**src/rtl/add_seq_pkg.sv**
```systemverilog
// Shared types for the limb-serial adder sequencer: FSM encoding and counter sizing.
package add_seq_pkg;

  typedef enum logic [1:0] {
    IDLE,
    RUN,
    DONE
  } state_t;

  // Limb counter width for a given limb count; at least one bit.
  function automatic int unsigned cnt_width(input int unsigned nlimbs);
    return (nlimbs < 2) ? 1 : $clog2(nlimbs);
  endfunction

  localparam int unsigned NLIMBS_DEF = 4;
  localparam int unsigned CNTW_DEF   = cnt_width(NLIMBS_DEF);

endpackage

```
**src/rtl/add_seq_ctrl_add.sv**
```systemverilog
// Narrow ripple-carry adder cell "add"; operands are WIREWIDTH+1 bits wide.
module add #(
  parameter int WIREWIDTH = 7
) (
  input  logic [WIREWIDTH:0] op1,
  input  logic [WIREWIDTH:0] op2,
  input  logic               ci,
  output logic [WIREWIDTH:0] res,
  output logic               co
);

  logic carry;

  always_comb begin
    carry = ci;
    res   = '0;
    for (int unsigned i = 0; i < WIREWIDTH + 1; i++) begin
      res[i] = op1[i] ^ op2[i] ^ carry;
      carry  = (op1[i] & op2[i]) | (carry & (op1[i] ^ op2[i]));
    end
    co = carry;
  end

endmodule

```
**src/rtl/add_seq_ctrl.sv**
```systemverilog
// Wide adder built by sequencing one narrow adder cell over NLIMBS limbs, LSB limb first.
// Optional subtract mode (sub port) is enabled by defining ADD_SEQ_CTRL_SUB_EN.
module add_seq_ctrl
  import add_seq_pkg::*;
#(
  parameter int LIMBW  = 8,
  parameter int NLIMBS = 4
) (
  input  logic                    clk,
  input  logic                    rst,
  input  logic                    start,
  output logic                    ready,
  input  logic [LIMBW*NLIMBS-1:0] op1,
  input  logic [LIMBW*NLIMBS-1:0] op2,
  input  logic                    ci,
`ifdef ADD_SEQ_CTRL_SUB_EN
  input  logic                    sub,
`endif
  output logic [LIMBW*NLIMBS-1:0] res,
  output logic                    co,
  output logic                    done
);

  localparam int unsigned W    = LIMBW * NLIMBS;
  localparam int unsigned CNTW = cnt_width(NLIMBS);
  localparam logic [CNTW-1:0] LAST = CNTW'(NLIMBS - 1);

  state_t          state_q, state_d;
  logic [CNTW-1:0] cnt;
  logic            carry_q;
  logic [W-1:0]    op1_q, op2_q;
  logic [LIMBW-1:0] cell_a, cell_b, cell_res;
  logic            cell_co;
  logic [W-1:0]    op2_cap;
  logic            ci_cap;

`ifdef ADD_SEQ_CTRL_SUB_EN
  // Two's-complement subtract: invert op2 and force carry-in to 1.
  assign op2_cap = sub ? ~op2 : op2;
  assign ci_cap  = sub ? 1'b1 : ci;
`else
  assign op2_cap = op2;
  assign ci_cap  = ci;
`endif

  always_ff @(posedge clk) begin
    if (rst) state_q <= IDLE;
    else     state_q <= state_d;
  end

  always_comb begin
    state_d = state_q;
    ready   = 1'b0;
    done    = 1'b0;
    case (state_q)
      IDLE: begin
        ready = 1'b1;
        if (start) state_d = RUN;
      end
      RUN:  if (cnt == LAST) state_d = DONE;
      DONE: begin
        done    = 1'b1;
        state_d = IDLE;
      end
      default: state_d = IDLE;
    endcase
  end

  always_comb begin
    cell_a = '0;
    cell_b = '0;
    for (int unsigned i = 0; i < NLIMBS; i++) begin
      if (cnt == i[CNTW-1:0]) begin
        cell_a = op1_q[i*LIMBW +: LIMBW];
        cell_b = op2_q[i*LIMBW +: LIMBW];
      end
    end
  end

  add #(.WIREWIDTH(LIMBW - 1)) u_add (
    .op1 (cell_a),
    .op2 (cell_b),
    .ci  (carry_q),
    .res (cell_res),
    .co  (cell_co)
  );

  always_ff @(posedge clk) begin
    if (rst) begin
      cnt     <= '0;
      carry_q <= 1'b0;
      op1_q   <= '0;
      op2_q   <= '0;
      res     <= '0;
      co      <= 1'b0;
    end else begin
      case (state_q)
        IDLE: if (start) begin
          op1_q   <= op1;
          op2_q   <= op2_cap;
          carry_q <= ci_cap;
          cnt     <= '0;
        end
        RUN: begin
          for (int unsigned i = 0; i < NLIMBS; i++) begin
            if (cnt == i[CNTW-1:0]) res[i*LIMBW +: LIMBW] <= cell_res;
          end
          carry_q <= cell_co;
          if (cnt == LAST) co  <= cell_co;
          else             cnt <= cnt + CNTW'(1);
        end
        default: ;
      endcase
    end
  end

endmodule
```
**config.mk**
```make
export PLATFORM = sky130hd
export DESIGN_NAME = add_seq_ctrl
export DESIGN_NICKNAME = d
export VERILOG_FILES = /design/src/rtl/add_seq_pkg.sv /design/src/rtl/add_seq_ctrl_add.sv /design/src/rtl/add_seq_ctrl.sv
export SDC_FILE = /design/constraint.sdc
export NUM_CORES = 1
export LEC_CHECK = 0
export BUFFER_PORTS_ARGS = -buffer_cell sky130_fd_sc_hd__buf_2
export CAP_MARGIN = 20
export CORE_UTILIZATION = 45
export DETAILED_ROUTE_END_ITERATION = 8
export PLACE_DENSITY_LB_ADDON = 0.05
export SYNTH_ARGS = -nofsm -noshare
export SYNTH_HDL_FRONTEND = slang
export SYNTH_HIERARCHICAL = 1
export SYNTH_SLANG_ARGS = --single-unit
```
**constraint.sdc**
```tcl
create_clock -name clk -period 5.1 [get_ports clk]
set_input_delay 0.255 -clock clk [delete_from_list [all_inputs] [get_ports clk]]
set_output_delay 0.255 -clock clk [all_outputs]
set_load 0.05 [all_outputs]
```
# == Word level (Yosys, flattened, before mapping) ==
# Cells that the tools add are included.
# totals
regBits,102
output_inout_bits,35
elab_cells,88
# classes
addsub,1
eq_ne,8
n_mux,18
bitwise_logic,40
reduce_logical,11
# ops
cell,n
8-bit 2-to-1 mux,8
1-bit AND,16
1-bit bitwise XOR,16
2-bit AND reduction,7
2-bit 2-to-1 mux,4
1-bit bitwise OR,8
2-bit one-hot mux with 2 select lines,2
"2-bit == test, second input constant",3
"2-bit inequality test, second input constant",3
"2-bit by 1-bit == test with 1-bit output, second input constant",2
2-bit zero test,2
1-bit 2-to-1 mux,3
3-bit AND reduction,1
"2-bit by 1-bit adder with 2-bit output, second input constant",1
1-bit one-hot mux with 2 select lines,1
2-bit nonzero test,1

# == Logic depth before layout (Yosys ltp) ==
# logic_depth
depth_word,23
depth_mapped,21

# == Hierarchy ==
# The synthesis kept the hierarchy.
# modules_own_cells
module,n_inst,cells_each,area_per_inst_um2,seq_area_each_um2
add_seq_ctrl,1,530,4306.6,2042.0
add,1,18,197.7,0.0

# == Least setup slack after synthesis ==
# No wires, ideal clock.
# synth_timing
path_type,register -> register
from,register cnt[0]
to,register res[15]
arrival_ns,4.562
required_time_ns,5.034
setup_slack_ns,0.473
path_stages_with_launch,22
path_buffers,2
synth_period_minus_slack_ns,4.627
cell_sequence,dfxtp_1 -> inv_1 -> ha_1 -> clkbuf_1 -> clkbuf_1 -> a21oi_1 -> o21ai_0 -> a22o_1 -> fa_1 -> inv_1 -> fa_1 -> inv_1 -> fa_1 -> fa_1 -> fa_1 -> fa_1 -> fa_1 -> inv_1 -> fa_1 -> inv_1 -> mux2i_1 -> nor2_1
# synth_between
elab_chain_len,21
word_cells_on_any_way,43
# synth_lines
item,line_no,rtl
from (decl),add_seq_ctrl.sv:29,logic [CNTW-1:0] cnt;
from (signal assigned),add_seq_ctrl.sv:110,else cnt <= cnt + CNTW'(1);
2-bit zero test,add_seq_ctrl.sv:73,if (cnt == i[CNTW-1:0]) begin
8-bit 2-to-1 mux (3 in series),add_seq_ctrl.sv:73,
8-bit 2-to-1 mux *,add_seq_ctrl.sv:73,
via cell_a[0],add_seq_ctrl.sv:32,"logic [LIMBW-1:0] cell_a, cell_b, cell_res;"
1-bit bitwise XOR,add_seq_ctrl_add.sv:19,carry = (op1[i] & op2[i]) | (carry & (op1[i] ^ op2[i]));
1-bit AND,add_seq_ctrl_add.sv:19,
1-bit bitwise OR *,add_seq_ctrl_add.sv:19,
1-bit AND *,add_seq_ctrl_add.sv:19,
[5 not listed],--,
1-bit AND *,add_seq_ctrl_add.sv:19,
1-bit bitwise OR *,add_seq_ctrl_add.sv:19,
1-bit AND *,add_seq_ctrl_add.sv:19,
1-bit bitwise OR *,add_seq_ctrl_add.sv:19,
1-bit AND *,add_seq_ctrl_add.sv:19,
1-bit bitwise OR *,add_seq_ctrl_add.sv:19,
1-bit bitwise XOR *,add_seq_ctrl_add.sv:18,res[i] = op1[i] ^ op2[i] ^ carry;
via cell_res[7],add_seq_ctrl.sv:32,
"to (signal, indexed assignment)",add_seq_ctrl.sv:106,if (cnt == i[CNTW-1:0]) res[i*LIMBW +: LIMBW] <= cell_res;
to (decl),add_seq_ctrl.sv:19,"output logic [LIMBW*NLIMBS-1:0] res,"
# The timed path passes the listed nets; every way through them passes the cells marked *.
# A chain may end at the register's enable or synchronous reset.

# == Final worst setup path ==
# layout_timing
from,register cnt[0]
to,register res[31]
# The elaborated chain is that of the path after synthesis.

==> run summary <==
drt drc = 0
Final #Nets = 709
largest net degree at the start of global routing = 66
Post-CTS Hold Fix Bufs = 0
vias in the first global route = 3445
Clock Latency Late Sink = 370 ps
top cells by area, synth = dfxtp_1 (45%), a21oi_1 (11%), nand2_1 (11%)
# setup viols final = 0
status = complete, no violations
Max-Cap Viols = 0
Iter 0 DRT Violations = 111
Setup TNS = 0 ps
Setup Buffers After CTS = 0
I/O pins = 103
dominant cell type by area after synthesis = dfxtp_1
VDD IR-drop max = 0.1911 mV
initial antenna violation count = 0
# rows = 36
required time of the critical path = 5410 ps
Synth top area share = 0.4533
DIE AREA = 10410 um^2
Via density = 4.920
router iterations before antenna repair = 4
GRT Total Usage = 0.2139
FMAX = 213.2 MHz
worst path cell trace = inv_1 > ha_1 > a21oi_1 > o21ai_0 > a22o_1 > fa_1 > inv_1 > fa_1 > inv_1 > fa_1 > fa_1 > fa_1 > fa_1 > fa_1 > inv_1 > fa_1 > inv_1 > mux2i_1 > nor2_1
Slew Limit Headroom = 0.4082
first-pass GRT wire length = 17.15 mm
Synth cell types = 24
Buffers on Ports = 102
Leak Pwr = 2.423 nW
worst-path maximum fanout = 7
Least-Margin Pin Slew = 887.7 ps
Critical Setup Path Class = flop to flop
share of cells above drive strength 1 = 0.2413
CTS tree = yes
Syn Nets = 628
period utilisation layout = 0.9196
die height = 102.0 um
Synth Area per Inst = 8.220 um^2
Critical Path Max Stage Delay = 420 ps
Post-DRT Antenna Nets = 0
H-tree Lvls = 3
Routed wire per std cell = 13.77 um
Clock Path Buffers = 2
n_diodes = 0
number of CTS-inserted buffers = 9
crit path DAT = 5000 ps
P&R area growth vs syn = 15.64%
Filler Cell Count = 1000
register area share after synthesis = 0.4533
synthesized cell area = 4504 um^2
DR vias = 3774
clk slew on worst S/H paths = 100 ps
crit end category = flop
dpl hpwl = 7.571 mm
clk_skew = 18.04 ps
post-CTS sizing = 0
core area = 9729 um^2
routed wire length = 10.56 mm
Pwr Density = 305.5 nW/um^2
post-synthesis register bit count = 102
Final Hold Vio Count = 0
cells after synthesis = 548
Worst path slowest cell = fa_1
Slew Limit Fails = 0
CTS root buf = clkbuf_8
unrepaired setup endpoints after global routing = false
Routability Congestion = 0.8214
cell mode on critical path = fa_1
worst min path class = primary input to flop
global route overflow = 0
Initial Util = 0.4630
Die X-Extent = 102.0 um
Worst Setup Start Kind = flop
Num Clock Sinks = 102
Syn. warnings = 6
Tmin final = 4690 ps
Fin Hold WS = 114.2 ps
-- cells in the final DEF, fill, tap and decap left out, drive strengths merged, types with 8 or more instances in the layout --
master,instances
a21oi,99
dfxtp,102
nand2,146
clkbuf,10
inv,31
nor2,36
a22o,16
buf,115
mux2i,33
o21ai,16
fa,8
-- state kept, by name, summed over array words and instances, names as in the netlist --
name	count
co	1
op2_q	32
carry_q	1
op1_q	32
res	32
state_q	2
cnt	2
-- report_power, final --
part | leakage, nW | total [mW] | switching, mW | internal [mW]
clock | 0.0870 | 0.461 | 0.280 | 0.181
sequential | 0.833 | 0.864 | 0.0274 | 0.836
combinational | 1.50 | 0.267 | 0.168 | 0.0994
total | 2.42 | 1.59 | 0.475 | 1.12
-- through the flow --
| step | utilization | cells | worst slack (ps) | instance area, um^2 | power [mW] |
|---|---|---|---|---|---|
| floorplan | - | 548 | 472.5 | 4504 | 1.072 |
| global placement | 0.5157 | 750 | 519.6 | 5017 | 1.145 |
| global route | 0.5354 | 767 | 198.3 | 5209 | 1.679 |
| detailed placement | 0.5157 | 750 | 420.8 | 5017 | 1.150 |
| finish | 0.5354 | 767 | 410.1 | 5209 | 1.591 |
| CTS | 0.5333 | 766 | 421.3 | 5189 | 1.607 |
-- area by class of cell --
cell class              instances  area (um^2)  area share
clock buffers                  10        127.6     0.02450
clock inverters                 6        43.79    0.008407
inverters                      29        108.9     0.02090
multi-input cells             372         2100      0.4031
flip-flops and latches        102         2042      0.3920
well taps                     133        166.4     0.03195
repair buffers                115        620.6      0.1191
-- path summary, 6_finish.rpt --
kind | startpoint | end | slack [ps] | depth (start not counted)
max | cnt[0] | res[31] | 410 | 19
min | op2[15] | op2_q[15] | 110 | 3
max reg2reg | cnt[0] | res[31] | 410 | 19
min reg2reg | op2_q[12] | op2_q[12] | 460 | 2
-- cell families (layout without fill, tap and decap cells) --
family                   count (synthesis)  after routing  share of synthesized area
AO/OA/AOI/OAI                          132            132                     0.1608
AND/OR/NAND/NOR                        195            195                     0.1839
multiplexers                            33             33                    0.07333
buffers and inverters                   74            160                    0.08194
adder cells (fa/ha/maj)                 12             12                    0.04667
flip-flops                             102            102                     0.4533
-- layer usage --
layer	vias up	share of wire	track usage
met5	-	0	0
met4	0	0.0083	0.04286
met3	6	0.047	0.05198
met2	88	0.43	0.3258
met1	1740	0.52	0.3081
li1	1940	-	-
-- Yosys cell counts --
master,number
buf_2,7
nor2_1,36
nand3_1,2
inv_1,29
dfxtp_1,102
nor3b_2,1
nor2b_1,2
ha_1,4
fa_1,8
or3b_1,1
a2111oi_0,1
a22o_1,16
nand2_2,20
nor3b_1,1
buf_6,10
a21oi_1,99
nor3_1,1
nand2_1,126
clkbuf_1,26
mux2i_1,33
buf_4,2
nand3b_1,4
o21ai_0,16
or3b_2,1
-- critical path, delay by kind of cell, from the launching register on --
family                   cells  cell delay (ps)
adder cells (fa/ha/maj)      9             3190
multiplexers                 1               80
buffers and inverters        5              420
AO/OA/AOI/OAI                3              450
flip-flops                   1              380
AND/OR/NAND/NOR              1              120
Note: power is estimated with default switching activity, not from simulation.
